### src/rtl/multi_cycle_ctrl.sv
// Multi-cycle processor control FSM: sequences IF/ID/EX/MEM/WB and produces the
// datapath enables for each stage, plus a free-running retired-instruction counter.
module multi_cycle_ctrl (
  input  logic        clk,
  input  logic        resetn,
  input  logic        step_mode,
  input  logic        step,
  input  logic        inst_jbr,
  input  logic        inst_store,
  input  logic        inst_load,
  input  logic        inst_wb,
  input  logic        inst_mul,
  input  logic        mul_done,
  output logic [4:0]  stage,
  output logic        ir_wen,
  output logic        pc_wen,
  output logic        mul_start,
  output logic        rf_wen,
  output logic [3:0]  dm_wen,
  output logic        retire,
  output logic [31:0] retire_cnt
);

  // Encodings are the one-hot stage vector, so stage comes straight off the state register.
  typedef enum logic [4:0] {
    StIf  = 5'b00001,
    StId  = 5'b00010,
    StEx  = 5'b00100,
    StMem = 5'b01000,
    StWb  = 5'b10000
  } state_e;

  state_e      state_q, state_d;
  logic        mul_busy_q, mul_busy_d;
  logic        ex_done;
  logic [31:0] retire_cnt_q;

  always_comb begin
    state_d    = state_q;
    mul_busy_d = 1'b0;
    ex_done    = 1'b0;
    ir_wen     = 1'b0;
    pc_wen     = 1'b0;
    mul_start  = 1'b0;
    rf_wen     = 1'b0;
    dm_wen     = 4'h0;
    retire     = 1'b0;

    unique case (state_q)
      StIf: begin
        if (!step_mode || step) begin
          ir_wen  = 1'b1;
          state_d = StId;
        end
      end
      StId: begin
        if (inst_jbr) begin
          pc_wen  = 1'b1;
          retire  = 1'b1;
          state_d = StIf;
        end else begin
          state_d = StEx;
        end
      end
      StEx: begin
        ex_done = 1'b1;
        if (inst_mul) begin
          // mul_busy_q is clear only on the first EX cycle, so a done there is ignored.
          mul_start  = !mul_busy_q;
          ex_done    = mul_busy_q && mul_done;
          mul_busy_d = !ex_done;
        end
        if (ex_done) begin
          if (inst_store || inst_load) begin
            state_d = StMem;
          end else if (inst_wb) begin
            state_d = StWb;
          end else begin
            pc_wen  = 1'b1;
            retire  = 1'b1;
            state_d = StIf;
          end
        end
      end
      StMem: begin
        if (inst_store) begin
          dm_wen  = 4'hF;
          pc_wen  = 1'b1;
          retire  = 1'b1;
          state_d = StIf;
        end else begin
          state_d = StWb;
        end
      end
      StWb: begin
        rf_wen  = 1'b1;
        pc_wen  = 1'b1;
        retire  = 1'b1;
        state_d = StIf;
      end
      default: state_d = StIf;
    endcase

    if (!resetn) begin
      ir_wen    = 1'b0;
      pc_wen    = 1'b0;
      mul_start = 1'b0;
      rf_wen    = 1'b0;
      dm_wen    = 4'h0;
      retire    = 1'b0;
    end
  end

  always_ff @(posedge clk) begin
    if (!resetn) begin
      state_q      <= StIf;
      mul_busy_q   <= 1'b0;
      retire_cnt_q <= 32'd0;
    end else begin
      state_q    <= state_d;
      mul_busy_q <= mul_busy_d;
      if (retire) begin
        retire_cnt_q <= retire_cnt_q + 32'd1;
      end
    end
  end

  assign stage      = state_q;
  assign retire_cnt = retire_cnt_q;

endmodule

### config.mk
export PLATFORM = sky130hd
export DESIGN_NAME = multi_cycle_ctrl
export DESIGN_NICKNAME = d
export VERILOG_FILES = /design/src/rtl/multi_cycle_ctrl.sv
export SDC_FILE = /design/constraint.sdc
export NUM_CORES = 1
export LEC_CHECK = 0
export BUFFER_PORTS_ARGS = -buffer_cell sky130_fd_sc_hd__buf_2
export CAP_MARGIN = 0
export CORE_MARGIN = 2
export CORE_UTILIZATION = 58
export CTS_CLUSTER_DIAMETER = 100
export CTS_CLUSTER_SIZE = 25
export DETAILED_ROUTE_END_ITERATION = 8
export GPL_TIMING_DRIVEN = 0
export HOLD_SLACK_MARGIN = 0.02
export PLACE_DENSITY = 0.88
export SYNTH_ARGS = -nofsm -noshare
export SYNTH_HDL_FRONTEND = slang
export SYNTH_SLANG_ARGS = --single-unit
### constraint.sdc
create_clock -name clk -period 3.5 [get_ports clk]
set_clock_uncertainty 0.1 [all_clocks]
set_input_delay 0.7 -clock clk [delete_from_list [all_inputs] [get_ports clk]]
set_output_delay 0.7 -clock clk [all_outputs]
set_load 0.01 [all_outputs]
Word level (Yosys, flattened, before mapping)
Cells that the tools add are included.

Add/sub/neg operators: 1. Eq/ne operators: 7. Multiplexer cells: 27. Reduce and logical (&&, ||, !) cells: 8.

Operators with widths (count): $add A32 B1 Y32 const B (1); $mux W5 (5); $pmux W5 S4 (1); $mux W1 (16); $mux W4 (3); $eq A5 B1 Y1 const B (1); $eq A5 B2 Y1 const B (1); $eq A5 B3 Y1 const B (1); $eq A5 B4 Y1 const B (1); $eq A5 B5 Y1 const B (1); $ne A2 B2 Y1 const B (2); $pmux W1 S4 (1); $logic_not A1 Y1 (3); $mux W3 (1); $reduce_and A3 Y1 (1); $logic_or A1 B1 Y1 (2); $reduce_and A2 Y1 (1); $logic_and A1 B1 Y1 (1).

Register bits after elaboration: 38. Input port bits: 10. Output and inout bits: 46. Logic and storage cells: 46.

Longest topological paths before layout
Gate-level depths: netlist (run 1).

Word-level depth: 6. Depth in mapped cells: 7.

Least setup slack after synthesis (run 1)
OpenSTA, ideal clock, no wires.

Path type: flip-flop to output port. Start point: register state_q[0] (netlist: stage[0]). End point: output retire. Arrival: 1.848 ns. Data required time: 2.700 ns. Path slack: 0.852 ns. Cell stages (with the launch flop): 6. Buffers on the path: 1. Cell sequence: dfxtp_1 or4b_4 nor3b_4 a211oi_2 a21oi_1 buf_4.

Longest elaborated chain between the ends: 3. Elaborated cells on any way between the ends: 6. Those cells by class: 4 x eq/ne; 2 x mux.

RTL lines: from (decl) (line 33) `state_e state_q, state_d;`; from (signal assigned) (line 116) `state_q <= StIf;`; from (signal assigned) (line 120) `state_q <= state_d;`; $eq A5 B5 Y1 (tied with other cells); $pmux W1 S4 (*); $mux W1 (*); to (decl) (line 20) `output logic retire,`.

Every way passes the cells marked *; elsewhere a longest branch is shown, timed or not.

Final worst setup path (run 1)
Start point: register state_q[0] (netlist: stage[0]). End point: output retire.

Longest elaborated chain between the ends: 3. Elaborated cells on any way between the ends: 6. Those cells by class: 4 x eq/ne; 2 x mux.

RTL lines: $eq A5 B5 Y1 (tied with other cells) (line 49) `unique case (state_q)`; $pmux W1 S4 (*) (line 49); $mux W1 (*) (line 104) `if (!resetn) begin`.

Marked as above.

==> results.md, run 1 <==
Run status:
- The flow ran to the end, and the final reports show no timing, DRC or antenna violations.

Floorplan:
- The vertical die dimension is 67.3 µm.
- The core outline area is 3940 µm².
- The die covers 4540 µm².
- The initial cell density of the core is 59.0%.
- Pin placement for this block handled 56 I/O pins.
- The placement row count is 23.
- The die extent in x is 67.3 µm.

GRT:
- met2 is the most crowded layer.
- The number of global-route vias before repair came to 1982.
- The pin count of the biggest net entering global routing is 12.
- Global routing used 27.3% of the available tracks across all layers.
- The initial antenna violation count is 0.
- Global routing consumed, on the met2 layer, 43.7% of the routing resources.
- The met3 layer usage reported by global route is 6.67%.
- The global-route wire length before repair is 9340 µm.
- Global routing consumed, on the met1 layer, 34.6% of the routing resources.
- Summed over all layers, the global routing overflow is 0.

Timing:
- The clock period could shrink to 3.07 ns.
- Setup repair after global routing left no endpoint under its margin.
- Setup violations remaining at the end of the flow were counted as 0.
- The count of final hold-check violations came to 0.
- The pin slew with the least headroom to its limit is 0.702 ns.
- The timing-limited maximum frequency is 325 MHz.
- The worst path uses 87.8% of the clock period.
- Summed over all failing endpoints, the final setup total negative slack is 0 ns.
- The count of final max-slew check failures is 0.
- The max-slew headroom at the worst pin is 52.8%.

Clock tree:
- CTS built an H-tree with a depth of 2.
- The post-cts hold buffer count is 0.
- After clock tree synthesis, the setup repair step added 0 buffers.
- The clock root buffer master is sky130_fd_sc_hd__clkbuf_8.
- Clock-pin slew was measured on the worst setup and hold paths at 0.08 ns.
- The latest clock arrival within the worst-skew pair is 0.30 ns.
- The post-cts repair resize count is 0.
- The TritonCTS clock tree is built.
- In this run the deepest clock path goes through 2 buffers.
- In this run, CTS created clock tree buffers numbering 5.
- CTS saw 38 sinks.

Place:
- The count of port buffers added during placement is 55.
- The total instance count after detailed placement is 388.
- The cell area reported after detailed placement is 2670 µm².
- Detailed placement ended at an HPWL of 4090 µm.
- The placer congestion estimate is 0.860.

Flow run:
- Across the run, the number of max-cap violations was 0.

Detailed routing:
- The routed wire length is 5830 µm.
- The detailed router placed 2384 vias in this run.
- The per-cell via count in the routed design is 6.02.
- After the first detailed-routing iteration, the DRC count stood at 208.
- The first-pass detailed-route iteration total is 5.
- The detail route stage leaves a number of antenna-violating nets equal to 0.
- In the final routed layout, each cell accounts on average for 14.7 µm.
- After detailed routing, the number of remaining DRC violations is 0.

Synth:
- The leading register cell type out of synthesis is sky130_fd_sc_hd__dfxtp_1.
- By area the synthesized netlist is led by sky130_fd_sc_hd__dfxtp_1 33%, sky130_fd_sc_hd__mux2i_1 12%, sky130_fd_sc_hd__nand2b_1 8.1%.
- The area fraction of the dominant cell type after synthesis is 32.7%.
- The number of synthesis warnings is 0.
- By count the netlist is led by 40 x sky130_fd_sc_hd__nand2_1, 38 x sky130_fd_sc_hd__dfxtp_1, 30 x sky130_fd_sc_hd__nand2b_1.
- A synthesized cell averages 8.22 µm².
- In the synthesized netlist, the number of instances is 283.
- The distinct cell type count after synthesis is 44.
- The leading area contributor after synthesis is sky130_fd_sc_hd__dfxtp_1.
- Of all flip-flops after synthesis, the portion carrying an async set or reset was 0%.
- The synthesized net count is 294.
- The synthesized design contains 0 enable-type register cells.
- The cell area after synthesis is 2330 µm².
- Of the synthesized area, sequential elements account for 32.7%.
- The synthesized design contains 38 register bits.
- By instance count, the leading cell after synthesis is sky130_fd_sc_hd__nand2_1.

Finish:
- The final core utilization is 70.4%.
- The finished layout holds 396 standard cells, fillers aside.
- The number of fillers in the final layout is 312.
- The number of antenna cells inserted is 0.
- The final non-filler cell area is 2780 µm².
- The fraction of layout cells with a size suffix above 1 is 26.9%.
- From synthesis to final layout, the design area changed by 19.2%.
- The number of nets in the final layout is 356.

Setup path:
- The type of the worst setup path is flop to output pin.
- The kind of cell with the highest combined delay along the critical path is simple AND/OR/NAND/NOR gates.
- Walking the worst path, the cells encountered are or4b_4 -> nor3b_4 -> a211oi_2 -> a21oi_1 -> buf_4 -> buf_2.
- In this run the worst path has a maximum fanout of 8.
- Data on the critical path arrives at its endpoint at 2.27 ns.
- The number of buffers and inverters on the critical path is 2.
- At the worst endpoint, the required time is 2.70 ns.
- The launching element type of the critical path is a flop.
- For this design, the slowest cell found on the critical path is sky130_fd_sc_hd__or4b_4.
- The worst setup path is captured at an output pin.
- The critical path's largest stage delay is 0.60 ns.

Power and ir drop:
- The total power density per cell area is 313 nW/µm².
- The total power is 868 µW.
- IR analysis of the VDD net gives a maximum drop of 0.000240 V.
- The cell leakage power is 0.00109 µW.

Worst hold path:
- The worst hold path belongs to the class flop to flop.
## where the power goes
| part | internal (µW) | total [µW] | switching, µW |
|---|---|---|---|
| clock | 199 | 360 | 161 |
| sequential | 435 | 441 | 5.46 |
| combinational | 26.5 | 67.5 | 40.9 |
| total | 661 | 868 | 207 |
## tightest hold or removal path: stages, from the launching register on
cell                      delay [ns]
sky130_fd_sc_hd__dfxtp_1        0.32
sky130_fd_sc_hd__nand2_1        0.05
sky130_fd_sc_hd__mux2i_1        0.05
## logic make-up (layout without fill, tap and decap cells)
family / after synthesis / after routing / share of synthesized area, %
and+or+nand+nor: 144 / 144 / 33.1
AOI/OAI and AO/OA: 50 / 50 / 17.0
DFF: 38 / 38 / 32.7
muxes: 28 / 28 / 12.0
buffers and inverters: 22 / 85 / 4.62
adders and majority gates: 1 / 1 / 0.538
## final timing paths
check	start	to	slack, ns	cells past startpoint
setup / recovery	stage[0]	retire	0.43	6
hold / removal	retire_cnt[31]	retire_cnt[31]	0.38	2
setup reg to reg	stage[0]	retire_cnt[15]	1.15	6
hold reg to reg	retire_cnt[31]	retire_cnt[31]	0.38	2
## state kept, by name, summed over array words and instances (netlist names)
| name | cells |
|---|---|
| mul_busy_q | 1 |
| retire_cnt | 32 |
| stage | 5 |
## layout by cell type (no fill, tap or decap), types with 5 or more instances in the layout
cell type,netlist,layout
sky130_fd_sc_hd__buf_2,2,57
sky130_fd_sc_hd__nand2_1,40,40
sky130_fd_sc_hd__dfxtp_1,38,38
sky130_fd_sc_hd__nand2b_1,30,30
sky130_fd_sc_hd__mux2i_1,28,28
sky130_fd_sc_hd__nand3_1,22,22
sky130_fd_sc_hd__a21oi_1,17,17
sky130_fd_sc_hd__nor2_1,13,13
sky130_fd_sc_hd__nand4_1,11,11
sky130_fd_sc_hd__clkbuf_1,10,10
sky130_fd_sc_hd__a21oi_2,9,9
sky130_fd_sc_hd__clkbuf_8,0,8
sky130_fd_sc_hd__and3_1,7,7
sky130_fd_sc_hd__nor3_1,5,5
sky130_fd_sc_hd__inv_1,5,5
sky130_fd_sc_hd__a211oi_2,5,5
## routing by layer
| metal | routed length (µm) | vias to the layer above |
|---|---|---|
| li1 | - | 1133 |
| met1 | 2470 | 1112 |
| met2 | 2740 | 118 |
| met3 | 459 | 21 |
| met4 | 161 | 0 |
| met5 | 0 | - |
## layout make-up
| class | count | area, µm² | share of cell area [%] |
|---|---|---|---|
| Timing Repair Buffer | 55 | 275 | 9.92 |
| Buffer | 17 | 88.8 | 3.20 |
| Clock buffer | 8 | 110 | 3.97 |
| Tap cell | 50 | 62.6 | 2.25 |
| Multi-Input combinational cell | 223 | 1460 | 52.6 |
| Inverter | 5 | 18.8 | 0.676 |
| Sequential cell | 38 | 761 | 27.4 |
## stage by stage
step / hold slack, ns / setup slack, ns
CTS: 0.377 / 0.438
finish: 0.375 / 0.425
detailed placement: 0.366 / 0.515
global placement: 0.351 / 0.584
floorplan: 0.386 / 0.852
global route: 0.415 / 0.316
Power figures use the tool's default switching activity.
==> run 2: changes to the inputs <==
--- a/config.mk
+++ b/config.mk
@@ -6,15 +6,16 @@
 export NUM_CORES = 1
 export LEC_CHECK = 0
 export BUFFER_PORTS_ARGS = -buffer_cell sky130_fd_sc_hd__buf_2
-export CAP_MARGIN = 0
+export CAP_MARGIN = 10
+export CELL_PAD_IN_SITES_DETAIL_PLACEMENT = 0
+export CELL_PAD_IN_SITES_GLOBAL_PLACEMENT = 1
 export CORE_MARGIN = 2
-export CORE_UTILIZATION = 58
+export CORE_UTILIZATION = 42
 export CTS_CLUSTER_DIAMETER = 100
 export CTS_CLUSTER_SIZE = 25
 export DETAILED_ROUTE_END_ITERATION = 8
-export GPL_TIMING_DRIVEN = 0
 export HOLD_SLACK_MARGIN = 0.02
-export PLACE_DENSITY = 0.88
+export PLACE_DENSITY = 0.87
 export SYNTH_ARGS = -nofsm -noshare
 export SYNTH_HDL_FRONTEND = slang
 export SYNTH_SLANG_ARGS = --single-unit
==> results.md, run 2 (same netlist as run 1, synthesis figures left out) <==
Run status:
- Result of the run: completed (unchanged).

Timing:
- The setup slack of the critical path after layout is 0.596 ns (was 0.425 ns).
- The max-slew headroom at the worst pin came to 54.6% (was 52.8%).
- The ratio of final minimum period to clock period is 83.0% (was 87.8%).
- Setup repair after global routing missed its margin: false (unchanged).
- The final total negative setup slack is 0 ns (unchanged).
- The shortest clock period the worst path allows after layout was 2.90 ns (was 3.07 ns).
- The timing-limited maximum frequency is 344 MHz (was 325 MHz).
- The pin slew with the least headroom to its limit came to 0.681 ns (was 0.702 ns).
- The count of final hold-check violations is 0 (unchanged).
- The count of final max-slew check failures came to 0 (unchanged).
- The total of endpoints with negative setup slack in the final report is 0 (unchanged).

Power and ir drop:
- The peak ir drop on the vdd network is 0.000174 V (was 0.000240 V).
- The cell leakage power is 0.00109 µW (about the same).
- The total power density per cell area is 347 nW/µm² (was 313 nW/µm²).

Setup path:
- The worst reg-to-reg path cell count is 5 (was 6).
- The type of the worst setup path was flop to output pin (unchanged).
- The endpoint arrival time on the critical path came to 2.10 ns (was 2.27 ns).
- The worst path required time is 2.70 ns (about the same).
- The endpoint class of the critical path was an output pin (unchanged).
- The peak fanout along the critical path is 8 (unchanged).
- The launching element type of the critical path was a flop (unchanged).

Detailed routing:
- The DRC violation total after the first TritonRoute iteration is 154 (was 208).
- The remaining number of nets flagged by the antenna check after routing is 0 (unchanged).
- The routed wire length is 5470 µm (was 5830 µm).
- The total vias in the final route is 2155 (was 2384).
- The final routed DRC violation total is 0 (unchanged).
- The first-pass detailed-route iteration total came to 4 (was 5).
- The per-cell via count in the routed design was 5.28 (was 6.02).
- The average routed wire per standard cell came to 13.4 µm (was 14.7 µm).

Finish:
- The final instance count without filler cells was 408 (was 396).
- The fraction of layout cells with a size suffix above 1 is 27.7% (was 26.9%).
- The number of antenna cells inserted is 0 (unchanged).
- The number of nets in the final layout came to 346 (was 356).
- The number of fillers in the final layout came to 535 (was 312).
- The area used by sequential logic in the layout came to 761 µm² (unchanged).
- The area taken by multi-input logic gates was 1460 µm² (unchanged).
- Most used cells in the layout excluding fill and tap cells: 55 x sky130_fd_sc_hd__buf_2, 40 x sky130_fd_sc_hd__nand2_1, 38 x sky130_fd_sc_hd__dfxtp_1, 30 x sky130_fd_sc_hd__nand2b_1, 28 x sky130_fd_sc_hd__mux2i_1 (was 57 x sky130_fd_sc_hd__buf_2, 40 x sky130_fd_sc_hd__nand2_1, 38 x sky130_fd_sc_hd__dfxtp_1, 30 x sky130_fd_sc_hd__nand2b_1, 28 x sky130_fd_sc_hd__mux2i_1).
- The layout-stage area growth over the synthesis result is 20.3% (was 19.2%).
- The most common library cell in the layout ignoring fill and taps is sky130_fd_sc_hd__buf_2 (unchanged).
- The number of flip-flops under the largest register name was 32 (unchanged).

GRT:
- The remaining global-route overflow is 0 (unchanged).
- The pin count of the biggest net entering global routing is 33 (was 12).
- The global-route total usage across every layer is 18.5% (was 27.3%).
- The global-route wire length before repair came to 9300 µm (was 9340 µm).
- The number of global-route vias before repair came to 1960 (was 1982).
- The initial antenna violation count is 0 (unchanged).

Clock tree:
- The post-cts hold buffer count is 0 (unchanged).
- The post-CTS setup-driven buffer insertion count came to 0 (unchanged).
- The TritonCTS clock tree is built (unchanged).
- The latest clock arrival within the worst-skew pair is 0.29 ns (was 0.30 ns).
- The number of clock sinks is 38 (unchanged).
- The total CTS buffers is 5 (unchanged).
- The buffer depth of the longest clock path is 2 (unchanged).
- The clock transition time at the flip-flop clock pins of the worst setup and hold paths came to 0.08 ns (about the same).
- The post-cts repair resize count was 0 (unchanged).
- The clock root buffer master is sky130_fd_sc_hd__clkbuf_8 (unchanged).
- The level count of the clock H-tree is 2 (unchanged).

Floorplan:
- The placement row count is 27 (was 23).
- The die footprint is 6150 µm² (was 4540 µm²).
- The initial cell density of the core is 42.8% (was 59.0%).
- The die extent in x is 78.4 µm (was 67.3 µm).
- The top-level I/O count is 56 (unchanged).
- The core outline area is 5440 µm² (was 3940 µm²).
- The vertical die dimension is 78.4 µm (was 67.3 µm).

Flow run:
- The number of violations of the max-capacitance limit was 0 (unchanged).

Worst hold path:
- The class of the most critical hold timing path is flop to flop (unchanged).
- The worst hold path depth was 2 (unchanged).

Place:
- The count of port buffers added during placement is 55 (unchanged).
- The post-placement worst setup slack came to 0.874 ns (was 0.515 ns).
- The placer congestion estimate is 0.865 (was 0.860).
- The total instance count after detailed placement is 400 (was 388).
- The post-detailed-placement half-perimeter wirelength is 3820 µm (was 4090 µm).
[run 2: metrics by stage]
stage               cell area (µm²)  total power, µW  utilization, %  hold slack, ns
floorplan                      2330              494               -           0.386
global placement               2660              514            48.8           0.353
detailed placement             2660              515            48.8           0.355
CTS                            2800              984            51.5           0.367
global route                   2800             1000            51.5           0.403
finish                         2800              971            51.5           0.368
[run 2: worst paths after layout]
| check | from | to | slack (ns) |
|---|---|---|---|
| worst max-delay path | stage[0] | pc_wen | 0.60 |
| worst min-delay path | retire_cnt[31] | retire_cnt[31] | 0.37 |
| worst max register to register | stage[0] | retire_cnt[30] | 1.20 |
| worst min register to register | retire_cnt[31] | retire_cnt[31] | 0.37 |
[run 2: metal layers]
layer	GRT usage, %	wire [µm]	vias to the layer above
li1	-	-	1108
met1	25.1	2720	1005
met2	30.8	2510	37
met3	2.64	190	5
met4	5.26	48	0
met5	0	0	-
[run 2: critical path, stage by stage (launching register included)]
cell and delay (ns):
sky130_fd_sc_hd__dfxtp_1 0.37, sky130_fd_sc_hd__or4b_4 0.59, sky130_fd_sc_hd__nor3b_4 0.35, sky130_fd_sc_hd__a211oi_2 0.13, sky130_fd_sc_hd__a21oi_1 0.21, sky130_fd_sc_hd__buf_2 0.16
[run 2: layout make-up]
type / instances / area share [%]
Timing Repair Buffer: 62 / 11.7
Sequential cell: 38 / 27.2
Tap cell: 72 / 3.22
Inverter: 5 / 0.671
Multi-Input combinational cell: 223 / 52.1
Clock buffer: 6 / 2.95
Clock inverter: 2 / 2.15
[run 2: power by group]
part           leakage [µW]  internal [µW]  switching (µW)
registers          0.000306            435            5.06
logic              0.000716           26.4            38.3
clock network     0.0000714            304             161
total               0.00109            766             205
